==> src/rtl/mem_access_unit_if.sv <==
// Request and memory-port bundle for mem_access_unit.
// The control side drives requests and read data; the unit drives the memory port.
interface mem_access_unit_if #(
  parameter int DATA_WIDTH = 32
);
  logic                  fetch_req_i;
  logic [DATA_WIDTH-1:0] fetch_addr_i;
  logic                  ls_req_i;
  logic                  ls_we_i;
  logic [DATA_WIDTH-1:0] ls_addr_i;
  logic [DATA_WIDTH-1:0] ls_wdata_i;
  logic [DATA_WIDTH-1:0] mem_rdata_i;
  logic [DATA_WIDTH-1:0] mem_addr_o;
  logic [DATA_WIDTH-1:0] mem_wdata_o;
  logic                  mem_we_o;
  logic [DATA_WIDTH-1:0] instr_o;
  logic [DATA_WIDTH-1:0] mdata_o;
  logic                  busy_o;
  logic                  done_o;
  logic                  misalign_o;

  modport master (
    output fetch_req_i,
    output fetch_addr_i,
    output ls_req_i,
    output ls_we_i,
    output ls_addr_i,
    output ls_wdata_i,
    output mem_rdata_i,
    input  mem_addr_o,
    input  mem_wdata_o,
    input  mem_we_o,
    input  instr_o,
    input  mdata_o,
    input  busy_o,
    input  done_o,
    input  misalign_o
  );

  modport slave (
    input  fetch_req_i,
    input  fetch_addr_i,
    input  ls_req_i,
    input  ls_we_i,
    input  ls_addr_i,
    input  ls_wdata_i,
    input  mem_rdata_i,
    output mem_addr_o,
    output mem_wdata_o,
    output mem_we_o,
    output instr_o,
    output mdata_o,
    output busy_o,
    output done_o,
    output misalign_o
  );
endinterface

==> src/rtl/mem_access_unit.sv <==
// Unified memory initiator for the multicycle MIPS core.
// Fixed-latency reads into IR/MDR, single-cycle stores.
module mem_access_unit #(
  parameter int DATA_WIDTH   = 32,
  parameter int READ_LATENCY = 1
) (
  input logic               clk,
  input logic               reset,
  mem_access_unit_if.slave  bus
);

  typedef enum logic [1:0] {
    IDLE,
    READ_WAIT,
    WRITE,
    DONE
  } state_t;

  localparam logic [2:0] LAT = 3'(READ_LATENCY);

  state_t                state;
  logic [2:0]            cnt;
  logic                  dst_ir;

  logic                  req_any;
  logic                  req_ls;
  logic                  req_store;
  logic                  req_ok;
  logic                  req_bad;
  logic [DATA_WIDTH-1:0] req_addr;

  // Load/store has priority over fetch.
  always_comb begin
    req_ls    = bus.ls_req_i;
    req_any   = bus.ls_req_i | bus.fetch_req_i;
    req_addr  = req_ls ? bus.ls_addr_i
                       : bus.fetch_addr_i;
    req_store = req_ls & bus.ls_we_i;
    req_ok    = req_any & (req_addr[1:0] == 2'b00);
    req_bad   = req_any & ~req_ok;
  end

  assign bus.busy_o = (state != IDLE);

  always_ff @(posedge clk) begin
    if (!reset) begin
      state           <= IDLE;
      cnt             <= 3'd0;
      dst_ir          <= 1'b0;
      bus.mem_addr_o  <= '0;
      bus.mem_wdata_o <= '0;
      bus.mem_we_o    <= 1'b0;
      bus.instr_o     <= '0;
      bus.mdata_o     <= '0;
      bus.done_o      <= 1'b0;
      bus.misalign_o  <= 1'b0;
    end else begin
      bus.done_o     <= 1'b0;
      bus.misalign_o <= 1'b0;
      bus.mem_we_o   <= 1'b0;
      unique case (state)
        IDLE: begin
          unique case (1'b1)
            req_bad: begin
              bus.misalign_o <= 1'b1;
            end
            req_ok & req_store: begin
              bus.mem_addr_o  <= req_addr;
              bus.mem_wdata_o <= bus.ls_wdata_i;
              bus.mem_we_o    <= 1'b1;
              state           <= WRITE;
            end
            req_ok & ~req_store: begin
              bus.mem_addr_o <= req_addr;
              dst_ir         <= ~req_ls;
              cnt            <= LAT;
              state          <= READ_WAIT;
            end
            default: begin
            end
          endcase
        end
        READ_WAIT: begin
          cnt <= cnt - 3'd1;
          if (cnt == 3'd1) begin
            if (dst_ir)
              bus.instr_o <= bus.mem_rdata_i;
            else
              bus.mdata_o <= bus.mem_rdata_i;
            bus.done_o <= 1'b1;
            state      <= DONE;
          end
        end
        WRITE: begin
          bus.done_o <= 1'b1;
          state      <= DONE;
        end
        DONE: begin
          state <= IDLE;
        end
        default: begin
          state <= IDLE;
        end
      endcase
    end
  end

endmodule

==> src/flat_wrapper.sv <==
// flat-port wrapper written by rule: the top's interface ports become plain ports
module mem_access_unit_flat 
#(
  parameter int DATA_WIDTH   = 32,
  parameter int READ_LATENCY = 1
)
  (clk, reset, bus_fetch_req_i, bus_fetch_addr_i, bus_ls_req_i, bus_ls_we_i, bus_ls_addr_i, bus_ls_wdata_i, bus_mem_rdata_i, bus_mem_addr_o, bus_mem_wdata_o, bus_mem_we_o, bus_instr_o, bus_mdata_o, bus_busy_o, bus_done_o, bus_misalign_o);
  mem_access_unit_if #(.DATA_WIDTH(DATA_WIDTH)) bus_i ();
  input logic clk;
  input logic reset;
  input wire logic [$bits(bus_i.fetch_req_i)-1:0] bus_fetch_req_i;
  input wire logic [$bits(bus_i.fetch_addr_i)-1:0] bus_fetch_addr_i;
  input wire logic [$bits(bus_i.ls_req_i)-1:0] bus_ls_req_i;
  input wire logic [$bits(bus_i.ls_we_i)-1:0] bus_ls_we_i;
  input wire logic [$bits(bus_i.ls_addr_i)-1:0] bus_ls_addr_i;
  input wire logic [$bits(bus_i.ls_wdata_i)-1:0] bus_ls_wdata_i;
  input wire logic [$bits(bus_i.mem_rdata_i)-1:0] bus_mem_rdata_i;
  output wire logic [$bits(bus_i.mem_addr_o)-1:0] bus_mem_addr_o;
  output wire logic [$bits(bus_i.mem_wdata_o)-1:0] bus_mem_wdata_o;
  output wire logic [$bits(bus_i.mem_we_o)-1:0] bus_mem_we_o;
  output wire logic [$bits(bus_i.instr_o)-1:0] bus_instr_o;
  output wire logic [$bits(bus_i.mdata_o)-1:0] bus_mdata_o;
  output wire logic [$bits(bus_i.busy_o)-1:0] bus_busy_o;
  output wire logic [$bits(bus_i.done_o)-1:0] bus_done_o;
  output wire logic [$bits(bus_i.misalign_o)-1:0] bus_misalign_o;
  assign bus_i.fetch_req_i = bus_fetch_req_i;
  assign bus_i.fetch_addr_i = bus_fetch_addr_i;
  assign bus_i.ls_req_i = bus_ls_req_i;
  assign bus_i.ls_we_i = bus_ls_we_i;
  assign bus_i.ls_addr_i = bus_ls_addr_i;
  assign bus_i.ls_wdata_i = bus_ls_wdata_i;
  assign bus_i.mem_rdata_i = bus_mem_rdata_i;
  assign bus_mem_addr_o = bus_i.mem_addr_o;
  assign bus_mem_wdata_o = bus_i.mem_wdata_o;
  assign bus_mem_we_o = bus_i.mem_we_o;
  assign bus_instr_o = bus_i.instr_o;
  assign bus_mdata_o = bus_i.mdata_o;
  assign bus_busy_o = bus_i.busy_o;
  assign bus_done_o = bus_i.done_o;
  assign bus_misalign_o = bus_i.misalign_o;
  mem_access_unit #(.DATA_WIDTH(DATA_WIDTH), .READ_LATENCY(READ_LATENCY)) u_core (.clk(clk), .reset(reset), .bus(bus_i));
endmodule
==> config.mk <==
export PLATFORM = sky130hd
export DESIGN_NAME = mem_access_unit_flat
export DESIGN_NICKNAME = d
export VERILOG_FILES = /design/src/rtl/mem_access_unit_if.sv /design/src/rtl/mem_access_unit.sv /design/src/flat_wrapper.sv
export SDC_FILE = /design/constraint.sdc
export NUM_CORES = 1
export LEC_CHECK = 0
export ABC_AREA = 1
export ABC_CLOCK_PERIOD_IN_PS = 2000
export CORE_MARGIN = 1.5
export CORE_UTILIZATION = 40
export CTS_CLUSTER_DIAMETER = 150
export CTS_CLUSTER_SIZE = 30
export DETAILED_ROUTE_END_ITERATION = 16
export GPL_TIMING_DRIVEN = 0
export PLACE_DENSITY_LB_ADDON = 0.08
export SKIP_LAST_GASP = 1
export SLEW_MARGIN = 20
export SYNTH_ARGS = -nofsm -noshare
export SYNTH_HDL_FRONTEND = slang
export SYNTH_SLANG_ARGS = --single-unit
==> constraint.sdc <==
create_clock -name clk -period 2 [get_ports clk]
set_clock_uncertainty 0.15 [all_clocks]
set_input_delay 0.6 -clock clk [delete_from_list [all_inputs] [get_ports clk]]
set_output_delay 0.6 -clock clk [all_outputs]
set_load 0.01 [all_outputs]
* After elaboration in Yosys (flattened, before gate mapping) *
Cells that the tools add are included.

storage, ports and cells
  register bits after elaboration = 137
  word-level logic and storage cells = 51

cells by class
  add/sub/neg operators = 1
  eq/ne operators = 7
  mux-type cells = 10
  bitwise gates (word level) = 10
  reductions and logical operators = 13

operator list
  kind                                                                   count
  32-bit 2-to-1 mux                                                      1
  2-bit AND reduction                                                    6
  2-bit case mux with 4 select lines                                     1
  3-bit case mux with 2 select lines                                     1
  3-bit AND reduction                                                    2
  1-bit AND                                                              5
  2-bit equality test, second input constant                             2
  2-bit logical NOT                                                      2
  2-bit by 1-bit != test with 1-bit output, second input constant        2
  1-bit inverter                                                         4
  2-bit case mux with 2 select lines                                     1
  2-bit nonzero test                                                     2
  3-bit by 1-bit equality test with 1-bit output, second input constant  1
  1-bit 2-to-1 mux                                                       3
  3-bit 2-to-1 mux                                                       1
  3-bit by 1-bit != test with 1-bit output, second input constant        1
  3-bit by 1-bit subtractor with 3-bit output, second input constant     1
  2-bit by 1-bit equality test with 1-bit output, second input constant  1
  2-bit 2-to-1 mux                                                       1
  1-bit case mux with 2 select lines                                     1
  2-bit OR reduction                                                     1
  1-bit bitwise OR                                                       1

* Depth between registers and ports, before layout *
Gate-level depths: netlist of the first run.

  word-level depth = 6
  mapped depth = 10
  mapped depth without buffers = 9

* Least setup slack after synthesis of the first run *
OpenSTA, ideal clock, no wires.

  path kind = in2reg
  from = input bus_ls_req_i
  to = register u_core.bus.mem_addr_o[23]
  library setup time = 122 ps
  data arrival time = 1474 ps
  path slack = 254 ps
  cell stages on the path = 7
  buffers on the path = 2
  cells stage by stage = buf_4 -> or2_4 -> nand2_4 -> nor2_8 -> buf_6 -> o21ai_0 -> a21oi_1

between the ends
  cells in the longest elaborated chain, start to end = 6

RTL lines
  what                                 line                                          source
  from (decl)                          flat_wrapper.sv:13                            input wire logic [$bits(bus_i.ls_req_i)-1:0] bus_ls_req_i;
  32-bit 2-to-1 mux                    mem_access_unit.sv:36                         req_addr = req_ls ? bus.ls_addr_i
  2-bit logical NOT                    mem_access_unit.sv:39                         req_ok = req_any & (req_addr[1:0] == 2'b00);
  1-bit AND                            mem_access_unit.sv:39
  1-bit AND, on equally long branches  mem_access_unit.sv:73, mem_access_unit.sv:67
  2-bit OR reduction (no line)         n/a
  2-bit AND reduction (no line)        n/a
  to (signal assigned)                 mem_access_unit.sv:68                         bus.mem_addr_o <= req_addr;
  to (signal assigned)                 mem_access_unit.sv:74                         bus.mem_addr_o <= req_addr;
  to (decl)                            mem_access_unit_if.sv:48                      output mem_addr_o,

Parallel ways exist; a longest one is shown, timed or not.
A chain may end at the register's enable or synchronous reset.

* Final worst setup path of the first run *
  from = register u_core.state[0]
  to = output bus_busy_o

between the ends
  cells in the longest elaborated chain, start to end = 1

RTL lines
  what                    line                   source
  from (decl)             mem_access_unit.sv:21  state_t state;
  from (signal assigned)  mem_access_unit.sv:47  state <= IDLE;
  from (signal assigned)  mem_access_unit.sv:71  state <= WRITE;
  from (signal assigned)  mem_access_unit.sv:77  state <= READ_WAIT;
  2-bit nonzero test      mem_access_unit.sv:43  assign bus.busy_o = (state != IDLE);
  to (decl)               flat_wrapper.sv:23     output wire logic [$bits(bus_i.busy_o)-1:0] bus_busy_o;

Every way passes these cells.

==> out/qor.yml, run 1 <==
status: "finished, final reports clean"
synth_nets: 784
synth.distinct_cells: 25
vias: 5515
slew_violations: 0
synth.area.top_cells: "dfxtp_1, a21oi_1, nand3_1"
min_period_ps: 1950
fp.dieArea_mm2: 0.0140
start_util_pct: 40.6
yosysSeqAreaShare_pct: 51.4
htreeDepth: 4
cp_data_required_time_ps: 1250
p_comb_share_pct: 14.1
dp_hpwl_um: 12800
track_usage_pct: 24.1
cts.sinks: 137
p_int_mw: 5.78
drt.antenna.violating_nets: 0
power_density_mw_per_mm2: 862
p_sw_share_pct: 23.5
fp.dieH_um: 118
dpl_cell_area_mm2: 0.00819
relSlewSlack_pct: 61.9
io_pins: 265
crit_slowest_cell: "dfxtp_2"
yosysWarnings: 0
synth_area_per_cell_um2: 8.27
fin_crit_sh_pct: 97.5
worst_slack_ps: 50.6
antenna_cells: 0
p_clk_share_pct: 47.3
synth_area_leader_cell: "dfxtp_1"
max_cap_violations: 0
hp-class: "flop to flop"
core_area_mm2: 0.0131
grt_pass1_wl_um: 26800
synth_edf_count: 0
syn_to_final_growth_pct: 64.2
syn_area_mm2: 0.00534
drc_errors: 0
dp_slack_ps: -432
grt_start_max_net_pins: 17
fin_util_pct: 66.7
antenna_found_initial: 0
cts_root_buffer: "clkbuf_16"
fmax_mhz: 513
rows: 42
path_clk_slew_ps: 60
path_cells: "inv_2 > ha_4 > inv_6 > buf_4"
drt-wirelength-per-cell_um: 15.1
synthCells: 645
place.port_buffers: 263
arrival_ps: 1200
finalHoldViolCount: 0
stdcell_area_mm2: 0.00876
cts_buffers: 17
worst-path-buf-inv: 3
synth_top_area_share_pct: 51.4
vdd_ir_drop_max_uv: 549
worst_pin_slew_ps: 571
grt_pass1_vias: 5452
wl_um: 16900
dr.first_iter.drc_count: 252
die_x_um: 118
p_sw_mw: 1.77
setup_violations: 0
hold_buffers: 0
tns_ps: 0
setup.worst_path.end_class: "output pin"
critical_path.top_delay_family: "flip-flops"
critPathMaxFanout: 4
clk_path_buf_depth: 2
finalPower_mw: 7.55
via_per_inst: 4.93
max_stage_delay_ps: 350
worstSetupPathType: "flop to output pin"
seqPwrFrac_pct: 38.6
place_congestion: 0.784
synth_seq_cells: 137
synth_common_cells: "dfxtp_1, a21oi_1, nand2_1"
async_reset_ff_share_pct: 0
num-fill-cells: 1199
cts_tree: "built"
num-nets-final: 1068
cp-start-kind: "flop"
synthFlopType: "dfxtp_1"
first_pass_iters: 6
p_leak_nw: 3.92
grt-ovfl-total: 0
insertion_delay_ps: 410
final_layout_size_suffix_gt1_share_pct: 8.81
synth_most_common_cell: "dfxtp_1"
==> power groups by stage <==
| stage | Clock, mW | Sequential, mW | Combinational, mW |
|---|---|---|---|
| after CTS | 3.62 | 2.91 | 1.04 |
| after floorplan | 0 | 3.01 | 0.421 |
| after global placement | 0 | 2.96 | 1.07 |
| final | 3.57 | 2.91 | 1.07 |
| after detailed placement | 0 | 2.97 | 1.09 |
| after global routing | 3.75 | 2.92 | 1.16 |
==> worst min-delay path, stage by stage (launching register included) <==
cell and delay (ps):
dfxtp_1 310, nand3_1 70, inv_1 30
==> sequential cells by signal (all words and copies together), names as in the netlist <==
signal,count
u_core.bus.mem_addr_o,32
u_core.bus.mem_we_o,1
u_core.bus.mem_wdata_o,32
u_core.cnt,3
u_core.state,2
u_core.dst_ir,1
u_core.bus.misalign_o,1
u_core.bus.done_o,1
u_core.bus.instr_o,32
u_core.bus.mdata_o,32
==> what timing repair did <==
action | CTS | global route
gates resized for setup | 144 | 22
buffers inserted | 0 | 2
pin swaps | 0 | 1
endpoints found under the setup margin | 133 | 85
==> worst paths after layout <==
kind                                            to                                  start  cells after the start  slack (ps)
max                                     bus_busy_o           u_core.state[0]$_SDFFE_PN0P_                      4          50
max reg2reg    u_core.bus.mdata_o[25]$_SDFFE_PN0P_           u_core.state[1]$_SDFFE_PN0P_                      8         130
min          u_core.bus.mem_addr_o[0]$_SDFFE_PN0P_  u_core.bus.mem_addr_o[0]$_SDFFE_PN0P_                      2         300
min reg2reg  u_core.bus.mem_addr_o[0]$_SDFFE_PN0P_  u_core.bus.mem_addr_o[0]$_SDFFE_PN0P_                      2         300
==> cells in the final DEF (no fill, tap or decap), types with 8 or more instances in the layout <==
cell | synthesis | layout
mux2i_1 | 30 | 30
dfxtp_1 | 137 | 135
a21oi_1 | 99 | 99
nor2_1 | 76 | 75
dlygate4sd2_1 | 0 | 131
clkbuf_16 | 0 | 17
buf_4 | 10 | 13
o21ai_0 | 53 | 51
clkbuf_2 | 0 | 9
nand3_1 | 69 | 69
o21ai_1 | 10 | 12
clkbuf_1 | 29 | 20
inv_1 | 16 | 13
buf_2 | 8 | 8
nand2_1 | 83 | 83
clkdlybuf4s50_1 | 0 | 131
==> cell families (layout without fill, tap and decap cells) <==
group | count (synthesis) | in the layout | synth area share (%)
buffers and inverters | 69 | 366 | 6.17
AOI/OAI and AO/OA | 164 | 164 | 15.5
and+or+nand+nor | 238 | 238 | 19.7
adders and majority gates | 6 | 6 | 1.41
muxes | 30 | 30 | 5.63
DFF | 137 | 137 | 51.4
xor gates and xnor gates | 1 | 1 | 0.164
==> routing by layer <==
layer	vias to the layer above	routed length [um]	global-route usage, %
met5	-	0	0
met1	2536	6770	26.9
met3	30	1170	7.09
met2	199	8550	42.8
met4	0	407	9.94
li1	2750	-	-
==> through the flow <==
stage | cells | hold slack (ps)
after global routing | 1118 | 323
after detailed placement | 1084 | 303
after global placement | 1084 | 291
after floorplan | 645 | 310
after CTS | 1116 | 309
final | 1118 | 303
==> area by class of cell <==
| class | count | area (um^2) | area share, % |
|---|---|---|---|
| clock inverters | 14 | 243 | 2.77 |
| multi-input cells | 439 | 2280 | 26.1 |
| clock buffers | 18 | 439 | 5.01 |
| repair buffers | 265 | 2480 | 28.3 |
| well taps | 176 | 220 | 2.51 |
| plain buffers | 50 | 269 | 3.07 |
| inverters | 19 | 76.3 | 0.871 |
| flip-flops and latches | 137 | 2750 | 31.3 |
(Power assumes the default switching activity.)
==> run 2, diff against run 1 <==
--- a/config.mk
+++ b/config.mk
@@ -14,6 +14,7 @@
 export DETAILED_ROUTE_END_ITERATION = 16
 export GPL_TIMING_DRIVEN = 0
 export PLACE_DENSITY_LB_ADDON = 0.08
+export SKIP_CTS_REPAIR_TIMING = 1
 export SKIP_LAST_GASP = 1
 export SLEW_MARGIN = 20
 export SYNTH_ARGS = -nofsm -noshare
==> run 2 against run 1 <==
The flow now finishes with violations (setup timing); routed wire length up 2.0%; combinational power about the same; clock-buffer cell count unchanged; sequential share of layout area down 1.7 points; critical path depth unchanged; largest cell class unchanged; highest routed layer unchanged; clock power about the same; critical path type unchanged.
==> out/qor.yml, run 2 (synthesis gave the netlist of run 1 again) <==
worstSetupPathType: "flop to output pin"
worst_pin_slew_ps: 584
met3_usage_pct: 7.34
rsz0062_at_grt: "true"
relSlewSlack_pct: 61.1
grt_pass1_wl_um: 26800
critical_path.top_delay_family: "flip-flops"
rr_endpoint: "u_core.bus.instr_o[12]$_SDFFE_PN0P_"
hp-class: "flop to flop"
rows: 42
start_util_pct: 40.6
violations: "setup timing"
holdPathEnd: "u_core.bus.mem_addr_o[0]$_SDFFE_PN0P_"
grt_pass1_vias: 5450
cts_buffers: 17
crit_slowest_cell: "dfxtp_1"
cts_root_buffer: "clkbuf_16"
stdcell_area_mm2: 0.00926
grt_start_max_net_pins: 17
max_cap_violations: 0
place.port_buffers: 263
insertion_delay_ps: 410
setup.worst_path.start: "u_core.state[0]$_SDFFE_PN0P_"
reg2reg_slack_ps: 100
drt.antenna.violating_nets: 0
wl_um: 17200
core_area_mm2: 0.0131
final_layout_size_suffix_gt1_share_pct: 9.02
via_per_inst: 4.94
io_pins: 265
arrival_ps: 1300
slew_violations: 0
fmax_mhz: 489
setup_violations: 1
fp.dieArea_mm2: 0.0140
min_period_ps: 2050
vias: 5522
setup.worst_path.end_class: "output pin"
cp-start-kind: "flop"
cp_data_required_time_ps: 1250
fin_util_pct: 70.5
htreeDepth: 4
final_cell_mix: "dfxtp_1, clkdlybuf4s50_1, dlymetal6s2s_1"
grt-ovfl-total: 0
worst_slack_ps: -46.2
die_x_um: 118
path_clk_slew_ps: 60
max_stage_delay_ps: 370
worstHoldStart: "u_core.bus.mem_addr_o[0]$_SDFFE_PN0P_"
drc_errors: 0
antenna_found_initial: 0
fin_crit_sh_pct: 102
use_met2_pct: 42.6
status: "complete, but fails checks"
antenna_cells: 0
dp_hpwl_um: 12800
p_leak_nw: 5.68
first_pass_iters: 5
dr.first_iter.drc_count: 267
place_congestion: 0.784
cts.sinks: 137
clk_path_buf_depth: 2
gr-usage-met1_pct: 26.9
power_density_mw_per_mm2: 818
cts_tree: "built"
worstReg2RegStart: "u_core.state[1]$_SDFFE_PN0P_"
dpl_cell_area_mm2: 0.00819
critPathMaxFanout: 6
hold_depth: 2
num-nets-final: 1068
vdd_ir_drop_max_uv: 534
final_common_cell: "dfxtp_1"
finalPower_mw: 7.57
worst-path-buf-inv: 3
tns_ps: -46.2
path_cells: "inv_2 > ha_4 > inv_4 > clkbuf_2"
track_usage_pct: 24.1
top_usage_layer: "met2"
reg2regPathDepth: 9
drt-wirelength-per-cell_um: 15.4
finalHoldViolCount: 0
syn_to_final_growth_pct: 73.5
fp.dieH_um: 118
run 2: cell count changes in the layout (fill, tap and decap cells not counted), moves of 2 or more:
cell            change
buf_2               +2
buf_4               -2
dfxtp_1             +2
dfxtp_2             -2
dlygate4sd2_1     -131
dlymetal6s2s_1    +131
run 2: routing by layer:
layer  wire [um]  part of all wire, %
met2        8890                   52
met3        1230                  7.1
met4         383                  2.2
met5           0                    0
met1        6730                   39
run 2: how the worst max path moves through the flow:
stage	depth (start not counted)	end	slack [ps]
2_1_floorplan	7	u_core.bus.mem_addr_o[23]$_SDFFE_PN0P_	250
3_3_place_gp	5	u_core.bus.mem_addr_o[13]$_SDFFE_PN0P_	-370
3_5_place_dp	5	u_core.bus.mem_addr_o[27]$_SDFFE_PN0P_	-430
4_1_cts	4	bus_busy_o	-760
5_1_grt	4	bus_busy_o	-130
6_report	4	bus_busy_o	-50
run 2: area by class of cell:
cell class | instances | area, um^2
Tap cell | 176 | 220
Timing Repair Buffer | 265 | 2970
Clock buffer | 18 | 439
Buffer | 50 | 274
Fill cell | 1063 | 3880
Inverter | 19 | 73.8
Clock inverter | 14 | 243
Multi-Input combinational cell | 439 | 2290
Sequential cell | 137 | 2740
run 2: worst register-to-register path, stage by stage, from the launching register on:
cell      delay [ps]
dfxtp_1          330
inv_2            100
ha_2             200
inv_1            100
nor3_4           270
buf_4            160
nand2_2           80
clkbuf_2         210
nand2_1          100
a21oi_1           60
run 2: power breakdown:
group / switching (mW) / internal (mW)
Combinational: 0.520 / 0.571
Sequential: 0.0598 / 2.85
Clock: 1.19 / 2.38
run 2: stage by stage:
stage	setup WS (ps)	instances	hold WS (ps)
6_report	-46.2	1118	302
5_1_grt	-127	1118	323
4_1_cts	-759	1116	312
3_5_place_dp	-432	1084	303
3_3_place_gp	-373	1084	291
2_1_floorplan	254	645	310
==> run 3, diff against run 2 <==
--- a/config.mk
+++ b/config.mk
@@ -8,7 +8,7 @@
 export ABC_AREA = 1
 export ABC_CLOCK_PERIOD_IN_PS = 2000
 export CORE_MARGIN = 1.5
-export CORE_UTILIZATION = 40
+export CORE_UTILIZATION = 35
 export CTS_CLUSTER_DIAMETER = 150
 export CTS_CLUSTER_SIZE = 30
 export DETAILED_ROUTE_END_ITERATION = 16
==> run 3 against run 2 <==
The run still ends with setup timing left; first-iteration DRC count is 18% lower; final cell count is 0.54% higher; worst hold slack better by 2.2 ps; die area is 14% higher; critical endpoint unchanged; largest power group unchanged.
==> out/qor.yml, run 3 (synthesis gave the netlist of run 1 again) <==
max_cap_violations: 0
htreeDepth: 4
setup_violations: 1
final_cell_mix: "dfxtp_1, clkdlybuf4s50_1, dlymetal6s2s_1"
drt.antenna.violating_nets: 0
dp_hpwl_um: 13200
antenna_cells: 0
place.port_buffers: 263
clk_path_buf_depth: 2
grt_pass1_vias: 5498
die_x_um: 126
rows: 44
cts_tree: "built"
grt_pass1_wl_um: 27100
first_pass_iters: 5
final_common_cell: "dfxtp_1"
dr.first_iter.drc_count: 220
path_clk_slew_ps: 50
min_period_ps: 2080
final_layout_size_suffix_gt1_share_pct: 8.09
track_usage_pct: 21.4
insertion_delay_ps: 410
via_per_inst: 4.89
grt_start_max_net_pins: 17
cp_data_required_time_ps: 1250
syn_to_final_growth_pct: 71.7
num-fill-cells: 1299
cts_root_buffer: "clkbuf_16"
cts.sinks: 137
worstSetupPathType: "flop to output pin"
critPathMaxFanout: 6
worstReg2RegStart: "u_core.state[1]$_SDFFE_PN0P_"
fin_hold_ws_ps: 304
p_leak_nw: 5.65
rsz0062_at_grt: "true"
cts_buffers: 17
wl_um: 17400
cp-start-kind: "flop"
finalHoldViolCount: 0
vdd_ir_drop_max_uv: 669
worst_slack_ps: -80.0
fmax_mhz: 481
fin_util_pct: 62.3
setup.worst_path.start: "u_core.state[0]$_SDFFE_PN0P_"
fin_crit_sh_pct: 104
fp.dieArea_mm2: 0.0160
fp.dieH_um: 126
drc_errors: 0
hp-class: "flop to flop"
arrival_ps: 1330
io_pins: 265
status: "complete, but fails checks"
worst_pin_slew_ps: 536
setup.worst_path.end_class: "output pin"
antenna_found_initial: 0
place_congestion: 0.787
relSlewSlack_pct: 64.3
reg2reg_slack_ps: 200
worstHoldStart: "u_core.bus.mem_addr_o[0]$_SDFFE_PN0P_"
vias: 5497
start_util_pct: 36.3
core_area_mm2: 0.0147
grt-ovfl-total: 0
num-nets-final: 1066
power_density_mw_per_mm2: 782
violations: "setup timing"
slew_violations: 0
drt-wirelength-per-cell_um: 15.5
==> run 3: cell count changes in the layout (fill, tap and decap cells not counted), moves of 2 or more <==
cell       before  now
clkbuf_2        9   12
clkbuf_8        1    6
clkbuf_1       19   21
bufinv_16       6    2
buf_2          10    8
inv_6           3    0
==> run 3: routing by layer <==
layer | GRT usage (%) | part of all wire, %
met1 | 23.8 | 41
met2 | 37.2 | 49
met3 | 6.50 | 7.3
met4 | 10.5 | 2.7
met5 | 0 | 0
==> run 3: power breakdown <==
| part | internal (mW) | total (mW) | switching [mW] |
|---|---|---|---|
| logic | 0.571 | 1.09 | 0.523 |
| clock network | 2.03 | 3.16 | 1.12 |
| registers | 2.85 | 2.91 | 0.0576 |
| total | 5.45 | 7.16 | 1.71 |
==> run 3: worst paths after layout <==
check | cells after the start | end
setup / recovery | 4 | bus_busy_o
hold / removal | 2 | u_core.bus.mem_addr_o[0]$_SDFFE_PN0P_
setup reg to reg | 8 | u_core.bus.instr_o[6]$_SDFFE_PN0P_
hold reg to reg | 2 | u_core.bus.mem_addr_o[0]$_SDFFE_PN0P_
==> run 3: worst max-delay path, cell delays in order (launching register included) <==
cell,delay (ps)
dfxtp_1,350
inv_1,110
ha_4,210
inv_4,90
clkbuf_2,160
==> run 3: final cells by class <==
cell class              instances  area [um^2]  share of cell area [%]
clock buffers                  26          519                    5.67
inverters                      19         73.8                   0.806
clock inverters                 6         85.1                   0.929
flip-flops and latches        137         2740                    29.9
repair buffers                263         2960                    32.3
plain buffers                  50          272                    2.96
well taps                     184          230                    2.51
multi-input cells             439         2280                    24.9
==> run 3: metrics by stage <==
stage          area, um^2  power (mW)  TNS (ps)  std cells  worst slack [ps]
3_5_place_dp         8200        4.07    -27290       1092              -415
4_1_cts              8800        7.23     -8210       1124              -759
6_report             9160        7.16     -80.0       1124             -80.0
3_3_place_gp         8200        4.04    -23410       1092              -392
5_1_grt              9160        7.44      -134       1124              -134
2_1_floorplan        5340        3.44         0        645               254
